===== config.mk =====
export PLATFORM = sky130hd
export DESIGN_NAME = multi_digit_bcd_counter
export DESIGN_NICKNAME = d
export VERILOG_FILES = /design/src/rtl/multi_digit_bcd_counter.sv
export SDC_FILE = /design/constraint.sdc
export NUM_CORES = 1
export LEC_CHECK = 0
export CAP_MARGIN = 40
export CORE_ASPECT_RATIO = 0.75
export CORE_UTILIZATION = 50
export DETAILED_ROUTE_END_ITERATION = 8
export PLACE_DENSITY = 0.84
export SYNTH_ARGS = -nofsm -noshare
export SYNTH_HDL_FRONTEND = slang
export SYNTH_SLANG_ARGS = --single-unit

===== constraint.sdc =====
create_clock -name x -period 4.09 [get_ports x]
set_clock_uncertainty 0.2 [all_clocks]
set_input_delay 0.6135 -clock x [delete_from_list [all_inputs] [get_ports x]]
set_output_delay 0.6135 -clock x [all_outputs]
set_load 0.05 [all_outputs]

===== src/rtl/multi_digit_bcd_counter.sv =====
// Cascaded modulo-MOD up/down counter with parallel load.
// Each 4-bit digit counts 0..MOD-1. A digit moves only when every lower digit
// sits at its extreme: MOD-1 when counting up, 0 when counting down.
// tc is the combinational ripple-carry for chaining instances. wrapped and
// load_err are registered one-cycle status pulses.
module multi_digit_bcd_counter #(
  parameter int DIGITS = 2,  // number of cascaded digits, 1..8
  parameter int MOD    = 10  // modulus of every digit, 2..16
) (
  input  logic                  x,        // clock
  input  logic                  reset,    // synchronous, active high
  input  logic                  en,
  input  logic                  up,
  input  logic                  load,
  input  logic [4*DIGITS-1:0]   d,
  output logic [4*DIGITS-1:0]   z,
  output logic                  tc,
  output logic                  wrapped,
  output logic                  load_err
);

  localparam logic [3:0] MAX_DIGIT = 4'(MOD - 1);
  // Five bits so that MOD = 16 is representable in the load range check.
  localparam logic [4:0] MOD_W     = 5'(MOD);

  logic [4*DIGITS-1:0] z_q, z_d;
  logic                wrapped_q, wrapped_d;
  logic                load_err_q, load_err_d;

  // lower_max[i] / lower_zero[i]: every digit below digit i is at MOD-1 / 0.
  // Index DIGITS therefore covers the whole count.
  logic [DIGITS:0]     lower_max;
  logic [DIGITS:0]     lower_zero;

  // Prefix flags along the digit chain.
  always_comb begin
    lower_max[0]  = 1'b1;
    lower_zero[0] = 1'b1;
    for (int i = 0; i < DIGITS; i++) begin
      lower_max[i+1]  = lower_max[i]  & (z_q[4*i +: 4] == MAX_DIGIT);
      lower_zero[i+1] = lower_zero[i] & (z_q[4*i +: 4] == 4'd0);
    end
  end

  // Next-state logic. Load takes priority over counting.
  always_comb begin
    // NOTE: every output of this block gets a default first. A path that left
    // one unassigned would infer a latch.
    z_d        = z_q;
    wrapped_d  = 1'b0;
    load_err_d = 1'b0;
    if (load) begin
      // Digits outside 0..MOD-1 load as 0 and raise load_err. A load never
      // reports a wrap.
      for (int i = 0; i < DIGITS; i++) begin
        if ({1'b0, d[4*i +: 4]} >= MOD_W) begin
          z_d[4*i +: 4] = 4'd0;
          load_err_d    = 1'b1;
        end else begin
          z_d[4*i +: 4] = d[4*i +: 4];
        end
      end
    end else if (en) begin
      wrapped_d = up ? lower_max[DIGITS] : lower_zero[DIGITS];
      for (int i = 0; i < DIGITS; i++) begin
        if (up && lower_max[i]) begin
          z_d[4*i +: 4] = (z_q[4*i +: 4] == MAX_DIGIT) ? 4'd0
                                                       : z_q[4*i +: 4] + 4'd1;
        end else if (!up && lower_zero[i]) begin
          z_d[4*i +: 4] = (z_q[4*i +: 4] == 4'd0) ? MAX_DIGIT
                                                  : z_q[4*i +: 4] - 4'd1;
        end
      end
    end
  end

  // State registers. Reset overrides load, en and up.
  always_ff @(posedge x) begin
    // NOTE: sequential state uses non-blocking assignments. Every register
    // then samples the pre-edge values and no update order exists between them.
    if (reset) begin
      z_q        <= '0;
      wrapped_q  <= 1'b0;
      load_err_q <= 1'b0;
    end else begin
      z_q        <= z_d;
      wrapped_q  <= wrapped_d;
      load_err_q <= load_err_d;
    end
  end

  assign z        = z_q;
  assign wrapped  = wrapped_q;
  assign load_err = load_err_q;
  // Combinational ripple-carry, with zero latency from en and up.
  assign tc       = en & (up ? lower_max[DIGITS] : lower_zero[DIGITS]);

endmodule


-- Yosys cells after proc, flatten, opt, wreduce, memory -nomap -nowiden
Cells that the tools add are included.
- register bits: 10
- input bits: 13
- output and inout port bits: 11
- word-level logic and storage cells: 41
- add/subtract/negate cells: 4
- magnitude comparators: 2
- eq/ne operators: 2
- multiplexer cells: 14
- bitwise logic cells: 5
- reductions and logical operators: 10
- operator list (cell ; number):
    $mux W4 ; 9
    $mux W8 ; 2
    $add A4 B1 Y4 const B ; 2
    $eq A4 B4 Y1 const B ; 2
    $ge A4 B4 Y1 const B ; 2
    $logic_not A4 Y1 ; 2
    $sub A4 B1 Y4 const B ; 2
    $and A1 B1 Y1 ; 3
    $mux W1 ; 3
    $reduce_bool A3 Y1 ; 1
    $reduce_or A3 Y1 ; 1
    $logic_and A1 B1 Y1 ; 2
    $not A1 Y1 ; 2
    $reduce_and A2 Y1 ; 1
    $reduce_bool A2 Y1 ; 1
    $reduce_or A2 Y1 ; 1
    $logic_not A1 Y1 ; 1

-- Logic depth before layout (Yosys ltp)
- depth after elaboration: 6
- depth in mapped cells: 6
- gate-level depth less buffers: 4

-- Worst setup path before layout
OpenSTA, ideal clock, no wires.
- path kind: reg-to-output
- start: reg z_q[0], in the netlist z[0]
- end: out tc
- data arrival time: 1.979 ns
- data required time: 3.276 ns
- path slack: 1.297 ns
- stages on the path, launching flop included: 6
- buffers on the path: 1
- cell sequence: dfxtp_1 > buf_4 > nand3_1 > nor3_1 > a31oi_1 > nor2_1
- cells in the longest elaborated chain, start to end: 4
- elaborated cells on any way between the ends: 6
- those cells by class: eq/ne: 1; mux: 1; bitwise: 3; reduce/logical: 1
- RTL lines (element ; RTL line ; text):
    start: declaration ; 26 ; logic [4*DIGITS-1:0] z_q, z_d;
    start signal: assignment ; 86 ; z_q <= z_d;
    $eq A4 B4 Y1 / $logic_not A4 Y1 (equally long branches) ; 40, 41 ;
    $and A1 B1 Y1 (on tied branches) ; 40, 41 ;
    $mux W1 * ; 96 ; assign tc = en & (up ? lower_max[DIGITS] : lower_zero[DIGITS]);
    $and A1 B1 Y1 * ; 96 ;
    end: declaration ; 17 ; output logic tc,
Mark *: on every way between the ends. The rest lies on a longest branch, timed or not.

-- Final worst setup path
- start: in up
- end: out tc
- cells in the longest elaborated chain, start to end: 2
- RTL lines (element ; RTL line ; text):
    start: declaration ; 13 ; input logic up,
    $mux W1 ; 96 ;
    $and A1 B1 Y1 ; 96 ;
Every way passes these cells.

==> results.sh <==
export IMPL_synth_top_area_share_pct=22.2
export IMPL_layout_drive_gt1_share_pct=7.81
export IMPL_cts_buffer_depth=2
export IMPL_start_util_pct=57.1
export IMPL_placed_area_um2=1050
export IMPL_grt_pass1_wl_um=3680
export IMPL_synth_area_leader_cell="dfxtp_1"
export IMPL_fin_crit_sh_pct=82.2
export IMPL_clk_pin_slew_worst_paths_ps=70
export IMPL_post_dp_hpwl_um=1570
export IMPL_cts_buffers=3
export IMPL_dp_slack_ps=738
export IMPL_critical_path_required_ps=3280
export IMPL_critPathTopFamily="buffers and inverters"
export IMPL_via_per_inst=5.97
export IMPL_ioPinCount=24
export IMPL_p_leak_uw=0.000354
export IMPL_area_growth_synth_to_final_pct=19.2
export IMPL_num_rows=12
export IMPL_ctsRootBufferMaster="clkbuf_4"
export IMPL_hp_start="z[3]$_SDFFE_PP0P_"
export IMPL_drt_pre_antenna_iters=4
export IMPL_tightestPinTransition_ps=725
export IMPL_syn_avg_cell_area_um2=7.97
export IMPL_clock_sinks=10
export IMPL_antenna_left=0
export IMPL_antenna_found_initial=0
export IMPL_nets=143
export IMPL_yosysSeqAreaShare_pct=22.2
export IMPL_status="completed"
export IMPL_num_fill_cells=134
export IMPL_critPathCaptureType="primary output"
export IMPL_worst_path_max_fanout=4
export IMPL_yosys_warnings=0
export IMPL_slew_limit_headroom_pct=51.5
export IMPL_crit_path_frequent_cell="clkdlybuf4s50_1"
export IMPL_grt_pass1_vias=805
export IMPL_cp_num_buf_inv=2
export IMPL_path_cells="clkdlybuf4s50_1 > nand3_1 > nor3_1 > a31oi_1 > nor2_1 > clkdlybuf4s50_1"
export IMPL_port_buffers=23
export IMPL_vias=890
export IMPL_cts_setup_buffers=0
export IMPL_synthFlopType="dfxtp_1"
export IMPL_h_tree_depth=1
export IMPL_power_total_uw=298
export IMPL_drv_cap=0
export IMPL_synth_cells=113
export IMPL_setup_ws_ps=726
export IMPL_async_reset_ff_share_pct=0
export IMPL_crit_arrival_ps=2550
export IMPL_crit_start="up"
export IMPL_maxSlewViolCount=0
export IMPL_dieArea_um2=1980
export IMPL_rsz0062_at_grt="false"
export IMPL_final_setup_tns_ps=0
export IMPL_grt_overflow_total=0
export IMPL_die_y_um=38.8
export IMPL_wl_per_cell_um=14.7
export IMPL_hold_violations=0
export IMPL_cp_slowest_cell="clkdlybuf4s50_1"
export IMPL_grt_max_degree=22
export IMPL_critPathLaunchType="input port"
export IMPL_seq_area_um2=200
export IMPL_synth_edf_count=0
export IMPL_max_freq_ghz=0.297
export IMPL_finalCriticalPeriod_ps=3360
export IMPL_crit_type="input port to primary output"
export IMPL_p_per_area_nw_per_um2=278
export IMPL_multi_input_area_um2=572
export IMPL_die_x_um=51.0
export IMPL_clk_latency_ps=270
export IMPL_cts_tree="built"
export IMPL_wirelength_um=2190
export IMPL_syn_nets=126
export IMPL_setup_viol=0
export IMPL_synth_seq_cells=10
export IMPL_hold_ws_ps=486
export IMPL_synth_area_um2=901
export IMPL_cpPeakStageDelay_ps=810
export IMPL_drt_iter0_drc=26
export IMPL_ctsResizeCount=0
export IMPL_hold_path_class="flip-flop to flip-flop"
export IMPL_yosys_top_cells_area="dfxtp_1, buf_6, nor2_1, a21oi_1, o21ai_0"
export IMPL_vdd_drop_max_mv=0.204
export IMPL_route_detailed_drc=0
export IMPL_yosysUniqueCellTypes=44
export IMPL_antenna_cells=0
export IMPL_gp_congestion=0.923
export IMPL_core_area_um2=1580
export IMPL_cts_hold_buf=0
export IMPL_r2r_start="z[0]$_SDFFE_PP0P_"
export IMPL_grt_usage_pct=25.2
export IMPL_final_area_um2=1070
worst min-delay path: stages (launching register included):
cell	delay, ps
dfxtp_1	400
o21ai_0	140
a221oi_1	90
cell families after synthesis:
kind of cell	synth area share, %
AOI/OAI and AO/OA	33.8
xor gates and xnor gates	3.89
buffers and inverters	14.3
DFF	22.2
and+or+nand+nor	23.6
muxes	2.22
cell usage in the layout (no fill, tap or decap), drive strengths merged, types with 4 or more instances in the layout:
master,netlist,routed
o21ai,8,8
xnor2,4,4
inv,4,4
clkdlybuf4s50,0,23
nand2b,5,5
nor2,12,12
dfxtp,10,10
a21oi,8,8
nand2,9,9
report_power, final:
| part | internal [uW] | switching, uW |
|---|---|---|
| clock network | 34.0 | 35.6 |
| logic | 45.9 | 62.3 |
| registers | 104 | 16.4 |
| total | 184 | 114 |
metrics by stage:
stage,util [%],instances
detailed placement,66.7,146
global route,68.1,149
finish,68.1,149
global placement,66.7,146
floorplan,-,113
CTS,68.1,149
path summary, 6_finish.rpt:
kind                       end  slack (ps)  cells after the start
max                         tc         730                      6
min          z[3]$_SDFFE_PP0P_         490                      2
max reg2reg  z[6]$_SDFFE_PP0P_        2100                      4
min reg2reg  z[3]$_SDFFE_PP0P_         490                      2
routing by layer:
metal / part of all wire, % / wire length, um / track usage [%]
met1: 53 / 1160 / 38.4
met4: 0.27 / 6 / 9.03
met2: 42 / 924 / 36.5
met5: 0 / 0 / 0
met3: 4.6 / 100 / 1.57
layout make-up:
class	instances	share of cell area, %
Tap cell	21	2.45
Sequential cell	10	18.6
Inverter	4	1.40
Timing Repair Buffer	24	22.1
Clock buffer	3	2.10
Multi-Input combinational cell	87	53.3
cell usage after synthesis (2+ instances only):
master and n:
nand2b_1 5, nor2_1 11, mux2i_1 2, inv_1 4
a211o_1 2, nor3_1 2, nor4_1 3, buf_4 2
buf_6 8, a21oi_1 8, xnor2_1 4, a221o_1 2
a31oi_1 3, o21ai_0 8, dfxtp_1 10, nand4_1 2
nand2_1 9, o31a_1 2
registers in the layout, indices dropped and copies added, names as in the netlist:
signal and count:
load_err 1, z 8, wrapped 1
Note: power is estimated with default switching activity, not from simulation.
